===== config.mk =====
export PLATFORM = sky130hd
export DESIGN_NAME = counter_seq_ctrl
export DESIGN_NICKNAME = d
export VERILOG_FILES = /design/src/rtl/counter_seq_ctrl.sv
export SDC_FILE = /design/constraint.sdc
export NUM_CORES = 1
export LEC_CHECK = 0
export CAP_MARGIN = 10
export CORE_UTILIZATION = 49
export CTS_BUF_LIST = sky130_fd_sc_hd__clkbuf_8
export DETAILED_ROUTE_END_ITERATION = 7
export GPL_TIMING_DRIVEN = 0
export PLACE_DENSITY = 0.86
export SKIP_LAST_GASP = 1
export SYNTH_ARGS = -nofsm -noshare
export SYNTH_HDL_FRONTEND = slang
export SYNTH_SLANG_ARGS = --single-unit

===== constraint.sdc =====
create_clock -name clk -period 3.7 [get_ports clk]
set_input_delay 0.37 -clock clk [delete_from_list [all_inputs] [get_ports clk]]
set_output_delay 0.37 -clock clk [all_outputs]
set_load 0.005 [all_outputs]

===== src/rtl/counter_seq_ctrl.sv =====
// ---------------------------------------------------------------------------
// counter_seq_ctrl
//
// Sequencer for an external up-counter with enable and synchronous clear.
// Runs one-shot or periodic count intervals up to a programmable terminal
// value, with pause, abort, a repeat count and tick/done/err event pulses.
//
// Counter contract assumed: on each clk edge the counter loads 0 when cnt_clr
// is high, else increments when cnt_en is high, else holds.
//
// Ports:
//   clk        rising-edge clock
//   reset      asynchronous, active-high reset
//   start      start request, sampled only while idle
//   abort      cancel the current operation
//   pause      level; freezes counting while high
//   periodic   mode sampled at start (0 = one-shot, 1 = periodic)
//   term_val   terminal count sampled at start; 0 is rejected with err
//   reps       periods to run in periodic mode, sampled at start; 0 = forever
//   cnt_val    current counter value
//   cnt_en     counter increment enable
//   cnt_clr    counter synchronous clear (wins over cnt_en at the counter)
//   busy       high whenever not idle
//   paused     counting phase with pause high and no abort
//   tick       one-cycle pulse when the terminal count is reached
//   done       one-cycle pulse when the operation completes normally
//   err        one-cycle pulse when start arrives with term_val == 0
//   reps_left  remaining periods
//
// Handshake: start is a single-cycle request accepted in the idle cycle it is
// seen; there is no ready back-pressure, a start while busy is simply dropped.
// ---------------------------------------------------------------------------
module counter_seq_ctrl #(
   parameter int WIDTH  = 4,
   parameter int REPS_W = 4
) (
   input  logic              clk,
   input  logic              reset,
   input  logic              start,
   input  logic              abort,
   input  logic              pause,
   input  logic              periodic,
   input  logic [WIDTH-1:0]  term_val,
   input  logic [REPS_W-1:0] reps,
   input  logic [WIDTH-1:0]  cnt_val,
   output logic              cnt_en,
   output logic              cnt_clr,
   output logic              busy,
   output logic              paused,
   output logic              tick,
   output logic              done,
   output logic              err,
   output logic [REPS_W-1:0] reps_left
);

   localparam logic [1:0] S_IDLE  = 2'd0;
   localparam logic [1:0] S_CLEAR = 2'd1;
   localparam logic [1:0] S_RUN   = 2'd2;
   localparam logic [1:0] S_DONE  = 2'd3;

   logic [1:0]        state;
   logic [1:0]        state_nxt;
   logic [WIDTH-1:0]  term_q;
   logic              periodic_q;
   logic              reps_inf_q;
   logic [REPS_W-1:0] reps_left_nxt;
   logic              load;
   logic              hit;

   assign busy   = (state != S_IDLE);
   assign paused = (state == S_RUN) && pause && !abort;

   always_comb begin
      state_nxt     = state;
      reps_left_nxt = reps_left;
      load          = 1'b0;
      cnt_en        = 1'b0;
      cnt_clr       = 1'b0;
      tick          = 1'b0;
      done          = 1'b0;
      err           = 1'b0;
      hit           = (cnt_val == term_q) && !pause;

      case (state)
         S_IDLE: begin
            // err is combinational from start, so it is gated by reset to keep
            // every output low while reset is held.
            if (start && !reset) begin
               if (term_val == '0) begin
                  err = 1'b1;
               end else begin
                  load          = 1'b1;
                  reps_left_nxt = reps;
                  state_nxt     = S_CLEAR;
               end
            end
         end

         S_CLEAR: begin
            cnt_clr = 1'b1;
            if (abort) begin
               state_nxt     = S_IDLE;
               reps_left_nxt = '0;
            end else begin
               state_nxt = S_RUN;
            end
         end

         S_RUN: begin
            if (abort) begin
               cnt_clr       = 1'b1;
               state_nxt     = S_IDLE;
               reps_left_nxt = '0;
            end else if (pause) begin
               // hold: neither enable nor clear, terminal hit suppressed
            end else if (hit) begin
               tick = 1'b1;
               if (periodic_q && (reps_inf_q || (reps_left > REPS_W'(1)))) begin
                  // restart the next period straight from the terminal value
                  cnt_clr = 1'b1;
                  if (!reps_inf_q) begin
                     reps_left_nxt = reps_left - REPS_W'(1);
                  end
               end else begin
                  state_nxt = S_DONE;
                  if (periodic_q) begin
                     reps_left_nxt = '0;
                  end
               end
            end else begin
               cnt_en = 1'b1;
            end
         end

         S_DONE: begin
            if (abort) begin
               cnt_clr = 1'b1;
            end else begin
               done = 1'b1;
            end
            state_nxt     = S_IDLE;
            reps_left_nxt = '0;
         end

         default: begin
            state_nxt = S_IDLE;
         end
      endcase
   end

   // reps_left is cleared whenever the sequencer returns to idle so that all
   // outputs read zero there, including after a one-shot run.
   always_ff @(posedge clk or posedge reset) begin
      if (reset) begin
         state      <= S_IDLE;
         term_q     <= '0;
         periodic_q <= 1'b0;
         reps_inf_q <= 1'b0;
         reps_left  <= '0;
      end else begin
         state     <= state_nxt;
         reps_left <= reps_left_nxt;
         if (load) begin
            term_q     <= term_val;
            periodic_q <= periodic;
            reps_inf_q <= (reps == '0);
         end
      end
   end

endmodule


==> flow_summary.ini, run 1 <==
[synthesis]
synth_edf_count = 0
synth_nets = 97
yosysSeqAreaShare_pct = 36.2
postSynthCellCount = 77
ys_warn_count = 0
synth.area.top_cells = dfrtp_1 (36%), mux2_2 (6.8%), a32oi_1 (4.2%), xnor2_1 (4.2%), a221oi_4 (3.2%)
synth_top_area_cell = dfrtp_1
yosys_most_used_dff = dfrtp_1
synth.distinct_cells = 35
synth_top_area_share_pct = 36.2
ys_async_sr_fraction_pct = 100
syn_avg_cell_area_um2 = 10.8
yosys_register_bits = 12
synth.cell_area_um2 = 830

[floorplanning]
core_area_um2 = 1540
die_y_um = 43.1
rows = 14
initial_core_util_pct = 53.8
dieArea_um2 = 1860
die_w_um = 43.1
io-pin-count = 29

[critical_path]
reg2regPathDepth = 4
critPathCaptureType = primary output
worstSetupStartpointType = primary input
path_cells = clkdlybuf4s50_1, xnor2_1, nand4_2, or4_1, a31oi_1, clkdlybuf4s50_1
worst_path_max_delay_cell = or4_1
crit_top_cell = clkdlybuf4s50_1
critPathArrivalTime_ps = 2490
crit_required_ps = 3330
path_buf_inv = 2
crit_type = in2out
max_stage_delay_ps = 520
path_max_fanout = 7
crit_cells = 6
crit_family = buffers and inverters

[routing]
vias = 750
ant_nets = 0
drt_first_iter_violations = 17
wl_mm = 1.96
drtPass1Iterations = 4
viasPerCell = 6.00
wire_per_inst_um = 15.6
drc = 0

[cells_and_area]
layout.nets = 130
final_cells = 125
layout-drive-gt1-share_pct = 17.4
num_antenna_cells = 0
area_growth_pct = 42.8

[timing]
finalHoldViolCount = 0
drv_slew = 0
max_slew.worst_pin.slew_ps = 507
grt_setup_unrepaired = no
setup-violations-final = 0
max_freq_mhz = 349
maxSlewHeadroom_pct = 66.2
setup-tns-final_ps = 0
fin_crit_ps = 2860
period_share_pct = 77.4
clock_skew_ps = 7.70

[clock_tree]
cts_sinks = 12
root_buffer = clkbuf_8
cts_htree_levels = 1
cts_tree = done
cts_resized = 0
cts-hold-fix-buffers = 0
cts_setup_buffers = 0
cts_buffers = 3
clk_transition_reported_paths_ps = 60
clkLatencyLatePin_ps = 240
cts_max_path_buffers = 2

[global_routing]
grt_start_max_net_pins = 14
grt_use_total_pct = 22.9
antenna_found_initial = 0
grt_pass1_vias = 713
grt_pass1_wl_mm = 3.14
grt_overflow_total = 0

[min_path]
hp-class = in2async

[run_status]
status = finished clean

[pwr]
irDropWorstVdd_mv = 0.387
power_density_nw_per_um2 = 449
p_leak_uw = 0.000479
power_uw = 532

[placement]
finalWeightedCongestion = 0.810
place_hpwl_mm = 1.49
port_buffers = 28
place_inst = 121

[run]
maxCapViolCount = 0
-- synthesized netlist by cell type (2+ instances only) --
cell / n
dfrtp_1: 12
inv_1: 7
mux2_2: 5
a32oi_1: 4
nor2_1: 4
xnor2_1: 4
nand2b_1: 3
o21ai_0: 3
a21oi_1: 2
ha_1: 2
mux2i_1: 2
nand2_1: 2
nand4_2: 2
nor3b_2: 2
o221ai_1: 2
or4_1: 2
-- state kept, by name, summed over array words and instances (netlist names) --
register and flops:
periodic_q 1, reps_inf_q 1, reps_left 4, state 2, term_q 4
-- cell families after synthesis --
kind of cell    share of synthesized area [%]
xor+xnor                                 4.22
simple gates                             23.1
flops                                    36.2
mux                                      9.20
fa+ha+maj                                3.02
compound gates                           21.1
buf+inv                                  3.17
-- per-layer routing --
layer  track usage, %  wire, um  vias to the layer above
met2             39.7      1020                       28
met5                0         0                        -
met1             27.8       819                      362
li1                 -         -                      358
met4             9.09        15                        0
met3             3.83       102                        2
-- final timing paths --
| kind | from | slack (ps) | endpoint |
|---|---|---|---|
| max reg2reg | term_q[0] | 2030 | reps_left[1] |
| min reg2reg | term_q[2] | 530 | term_q[2] |
| min | reset | 530 | reps_left[2] |
| max | cnt_val[0] | 840 | cnt_clr |
| max in group asynchronous | reset | 2820 | reps_inf_q |
| min in group clk | term_q[2] | 530 | term_q[2] |
-- report_power, final --
group | switching [uW] | leakage [uW] | internal [uW]
clock network | 49.0 | 0.0000288 | 93.9
registers | 30.6 | 0.000149 | 161
logic | 88.8 | 0.000301 | 109
-- layout make-up --
type	instances	area, um^2
clock buffers	4	55.1
fillers	111	357
inverters	7	26.3
multi-input cells	58	503
flip-flops and latches	12	300
well taps	16	20.0
repair buffers	28	280
-- stage by stage --
step	utilization, %	setup slack, ps	instance area (um^2)	hold WS [ps]
4_1_cts	76.9	825	1180	533
6_report	76.9	838	1180	527
3_5_place_dp	73.3	885	1130	510
2_1_floorplan	-	1820	830	250
3_3_place_gp	73.3	898	1130	492
5_1_grt	76.9	765	1180	546
-- worst register-to-register path: stages (launching register included) --
cell	delay, ps
dfrtp_1	390
xnor2_1	230
nand4_2	260
a221oi_2	460
mux2i_1	240
-- cells in the final DEF, fill, tap and decap left out, types with 2 or more instances in the layout --
cell type and n:
a32oi_1 4, a21oi_1 2, mux2i_1 2, nand2_1 2, xnor2_1 4, dfrtp_1 12, or4_1 2, nor3b_2 2
ha_1 2, nor2_1 4, mux2_2 5, o221ai_1 2, nand4_2 2, clkdlybuf4s50_1 28, clkbuf_8 4, inv_1 7
o21ai_0 3, nand2b_1 3
(Power assumes the default switching activity.)
==> inputs of run 2 (changes only) <==
CORE_UTILIZATION = 41   (was 49)
PLACE_DENSITY = 0.77   (was 0.86)
clock period = 2.58 ns   (was 3.7 ns; I/O delays follow)
==> flow_summary.ini, run 2 (synthesized netlist as in run 1, its figures left out) <==
[clock_tree]
cts_tree = done
clkLatencyLatePin_ps = 240
cts_buffers = 3
cts_sinks = 12
cts_max_path_buffers = 2
cts_htree_levels = 1
clk_transition_reported_paths_ps = 60
root_buffer = clkbuf_8

[critical_path]
worst_path_max_delay_cell = or4_4
path_buf_inv = 2
max_stage_delay_ps = 590
path_cells = clkdlybuf4s50_1, or4_4, nor4b_1, clkdlybuf4s50_1
crit_family = buffers and inverters
crit_top_cell = clkdlybuf4s50_1
path_max_fanout = 3
r2r_end = reps_left[0]
crit_type = in2out
critPathArrivalTime_ps = 2140
worstSetupStartpointType = primary input
critPathCaptureType = primary output
reg2regPathDepth = 4
r2r_start = term_q[0]
crit_required_ps = 2320
rrSetupSlack_ps = 920

[timing]
max_freq_mhz = 417
maxSlewHeadroom_pct = 67.0
clock_skew_ps = 6.05
finalHoldViolCount = 0
setup-violations-final = 0
grt_setup_unrepaired = no
period_share_pct = 93.0
max_slew.worst_pin.slew_ps = 495
drv_slew = 0
fin_crit_ps = 2400
setup-tns-final_ps = 0

[routing]
ant_nets = 0
drc = 0
drt_first_iter_violations = 19
vias = 734
wire_per_inst_um = 14.7
wl_mm = 1.99
drtPass1Iterations = 4
viasPerCell = 5.44

[cells_and_area]
most-common-layout-cells = clkdlybuf4s50_1 (27), dfrtp_1 (12), inv_1 (7)
num_antenna_cells = 0
layout-drive-gt1-share_pct = 19.1
top_regs = reps_left: 4 flops, term_q: 4 flops, state: 2 flops
layout.nets = 131
final_common_cell = clkdlybuf4s50_1
area_growth_pct = 45.7

[global_routing]
antenna_found_initial = 0
grt_pass1_vias = 722
grt_start_max_net_pins = 14
grt_overflow_total = 0
grt_pass1_wl_mm = 3.18
grt_use_total_pct = 21.1

[floorplanning]
rows = 15
io-pin-count = 29
dieArea_um2 = 2210
die_y_um = 47.0
die_w_um = 47.0
core_area_um2 = 1800
initial_core_util_pct = 46.0

[placement]
port_buffers = 28
place_hpwl_mm = 1.51
finalWeightedCongestion = 0.786

[run]
maxCapViolCount = 0

[min_path]
hp-class = in2async

[pwr]
p_leak_uw = 0.000498
power_density_nw_per_um2 = 637
irDropWorstVdd_mv = 0.583
power_uw = 770

[run_status]
status = finished clean
[run 2: changes by cell type in the layout (fill, tap and decap cells not counted), sizes merged]
cell,change
dlymetal6s2s,+1
clkdlybuf4s50,-1
buf,+1
[run 2: power breakdown]
group / internal (uW) / switching [uW] / leakage, uW
Clock: 135 / 71.3 / 0.0000288
Sequential: 231 / 42.0 / 0.000149
Combinational: 164 / 127 / 0.000320
Total: 529 / 241 / 0.000498
[run 2: how the worst max path moves through the flow]
stage	from	end	slack, ps	cells past startpoint
floorplan	reps_left[0]	cnt_clr	820	6
global placement	cnt_val[0]	cnt_clr	6	6
detailed placement	cnt_val[2]	cnt_clr	0.3	6
CTS	cnt_val[2]	cnt_clr	0.1	6
global route	term_val[3]	err	120	4
finish	term_val[3]	err	180	4
[run 2: timing repair]
item                       in CTS  in global routing
hold buffers                    0                  0
gates resized for setup         1                  1
setup buffers                   1                  0
cloned                          0                  0
setup endpoints to repair       1                  1
[run 2: through the flow]
step / instances / setup WS (ps) / util [%] / hold slack, ps / instance area (um^2)
2_1_floorplan: 77 / 815 / - / 138 / 830
3_3_place_gp: 130 / 6.24 / 63.3 / 493 / 1140
5_1_grt: 135 / 118 / 67.1 / 496 / 1210
3_5_place_dp: 130 / 0.308 / 63.3 / 513 / 1140
4_1_cts: 135 / 0.149 / 66.9 / 451 / 1210
6_report: 135 / 180 / 67.1 / 423 / 1210
[run 2: routing by layer]
metal | wire length, um | part of all wire (%) | track usage [%] | vias up
li1 | - | - | - | 362
met1 | 909 | 46 | 27.5 | 352
met2 | 993 | 50 | 35.0 | 16
met3 | 51 | 2.6 | 3.46 | 4
met4 | 37 | 1.9 | 8.57 | 0
met5 | 0 | 0 | 0 | -
[run 2: layout make-up]
type / count / area [um^2]
clock buffers: 4 / 55.1
fillers: 154 / 593
inverters: 7 / 26.3
multi-input cells: 58 / 505
flip-flops and latches: 12 / 300
well taps: 25 / 31.3
repair buffers: 29 / 290
==> inputs of run 3 (changes only) <==
ABC_CLOCK_PERIOD_IN_PS = 2580   (was unset)
CORE_MARGIN = 2   (was unset)
==> flow_summary.ini, run 3 (synthesized netlist as in run 1, its figures left out) <==
[run_status]
status = finished clean

[critical_path]
path_max_fanout = 3
reg2regPathDepth = 5
r2r_start = term_q[2]
rrSetupSlack_ps = 910
worstSetupStartpointType = primary input
critPathArrivalTime_ps = 2130
r2r_end = reps_left[1]
critPathCaptureType = primary output
crit_required_ps = 2320
crit_type = in2out

[timing]
max_freq_mhz = 419
setup-violations-final = 0
grt_setup_unrepaired = no
fin_ws_ps = 196
fin_crit_ps = 2380
max_slew.worst_pin.slew_ps = 521
period_share_pct = 92.4
drv_slew = 0
clock_skew_ps = 3.49
setup-tns-final_ps = 0
maxSlewHeadroom_pct = 65.2
finalHoldViolCount = 0
hold_ws_ps = 434

[placement]
finalWeightedCongestion = 0.807
placed_area_um2 = 1140
place_hpwl_mm = 1.57
dpl_worst_slack_ps = -6.64
port_buffers = 28

[pwr]
cell_internal_pwr_uw = 542
seqPwrFrac_pct = 34.3
p_clk_share_pct = 26.0
comb_power_share_pct = 39.7
p_leak_uw = 0.000512
irDropWorstVdd_mv = 0.433
switchingPower_uw = 251
switching_share_pct = 31.6
power_density_nw_per_um2 = 643

[clock_tree]
clk_transition_reported_paths_ps = 60
cts-hold-fix-buffers = 0
cts_buffers = 3
clkLatencyLatePin_ps = 240
cts_tree = done
root_buffer = clkbuf_8
cts_sinks = 12
cts_max_path_buffers = 2
cts_htree_levels = 1

[min_path]
hp-class = in2async

[routing]
ant_nets = 0
vias = 787
wire_per_inst_um = 14.2
drtPass1Iterations = 4
viasPerCell = 5.62
drt_first_iter_violations = 21
wl_mm = 1.98
drc = 0

[cells_and_area]
layout-drive-gt1-share_pct = 21.2
layout.nets = 134
num_antenna_cells = 0
fin_area_um2 = 1230
most-common-layout-cells = clkdlybuf4s50_1 (27), dfrtp_1 (12), inv_1 (7)
top_regs = reps_left: 4 flops, term_q: 4 flops, state: 2 flops
final_common_cell = clkdlybuf4s50_1
area_growth_pct = 48.7

[floorplanning]
die_y_um = 49.0
dieArea_um2 = 2400
die_w_um = 49.0
io-pin-count = 29
initial_core_util_pct = 42.7
rows = 16
core_area_um2 = 1940

[global_routing]
grt_pass1_vias = 798
grt_use_total_pct = 18.9
grt_overflow_total = 0
antenna_found_initial = 0
grt_pass1_wl_mm = 3.48
grt_start_max_net_pins = 14

[run]
maxCapViolCount = 0
## run 3: changes by cell type in the layout (fill, tap and decap cells not counted), sizes merged
cell and delta:
buf +3
## run 3: power by group through the flow
stage / Clock, uW / Sequential, uW / Combinational [uW]
after floorplan: 0 / 269 / 166
after global placement: 0 / 276 / 274
after detailed placement: 0 / 278 / 284
after CTS: 207 / 272 / 308
after global routing: 221 / 281 / 348
final: 206 / 272 / 315
## run 3: critical path, cell delays in order
cell and delay (ps):
clkdlybuf4s50_1 430, or4_4 580, nor4b_1 310, clkdlybuf4s50_1 550
## run 3: cell type report
cell class / count / area (um^2)
repair buffers: 32 / 313
clock buffers: 4 / 55.1
flip-flops and latches: 12 / 300
well taps: 27 / 33.8
multi-input cells: 58 / 505
inverters: 7 / 26.3
fillers: 171 / 708
## run 3: routing by layer
layer  wire length [um]  share of wire (%)  track usage [%]  up-vias
met4                 68                3.4             10.5        0
li1                   -                  -                -      368
met1                879                 44             24.4      376
met5                  0                  0                0        -
met3                120                6.1             4.60        9
met2                914                 46             29.0       34
## run 3: per-stage QoR
| stage | total power [uW] | std cells | utilization [%] |
|---|---|---|---|
| floorplan | 435 | 77 | - |
| global placement | 549 | 132 | 58.9 |
| detailed placement | 563 | 132 | 58.9 |
| CTS | 787 | 138 | 62.6 |
| finish | 793 | 140 | 63.5 |
| global route | 851 | 140 | 63.5 |
## run 3: what timing repair did
| item | CTS | global route |
|---|---|---|
| pin swaps | 1 | 1 |
| hold endpoints to repair | 0 | 0 |
| resized for setup | 1 | 2 |
| setup endpoints to repair | 1 | 1 |
| buffers inserted | 2 | 2 |
## run 3: worst max path at each step
stage / endpoint / from / slack, ps / depth (start not counted)
global placement: cnt_clr / cnt_val[2] / 20 / 6
floorplan: cnt_clr / reps_left[0] / 820 / 6
finish: err / term_val[3] / 200 / 4
CTS: cnt_clr / cnt_val[0] / 3 / 6
global route: err / term_val[3] / 120 / 4
detailed placement: cnt_clr / cnt_val[2] / -7 / 6
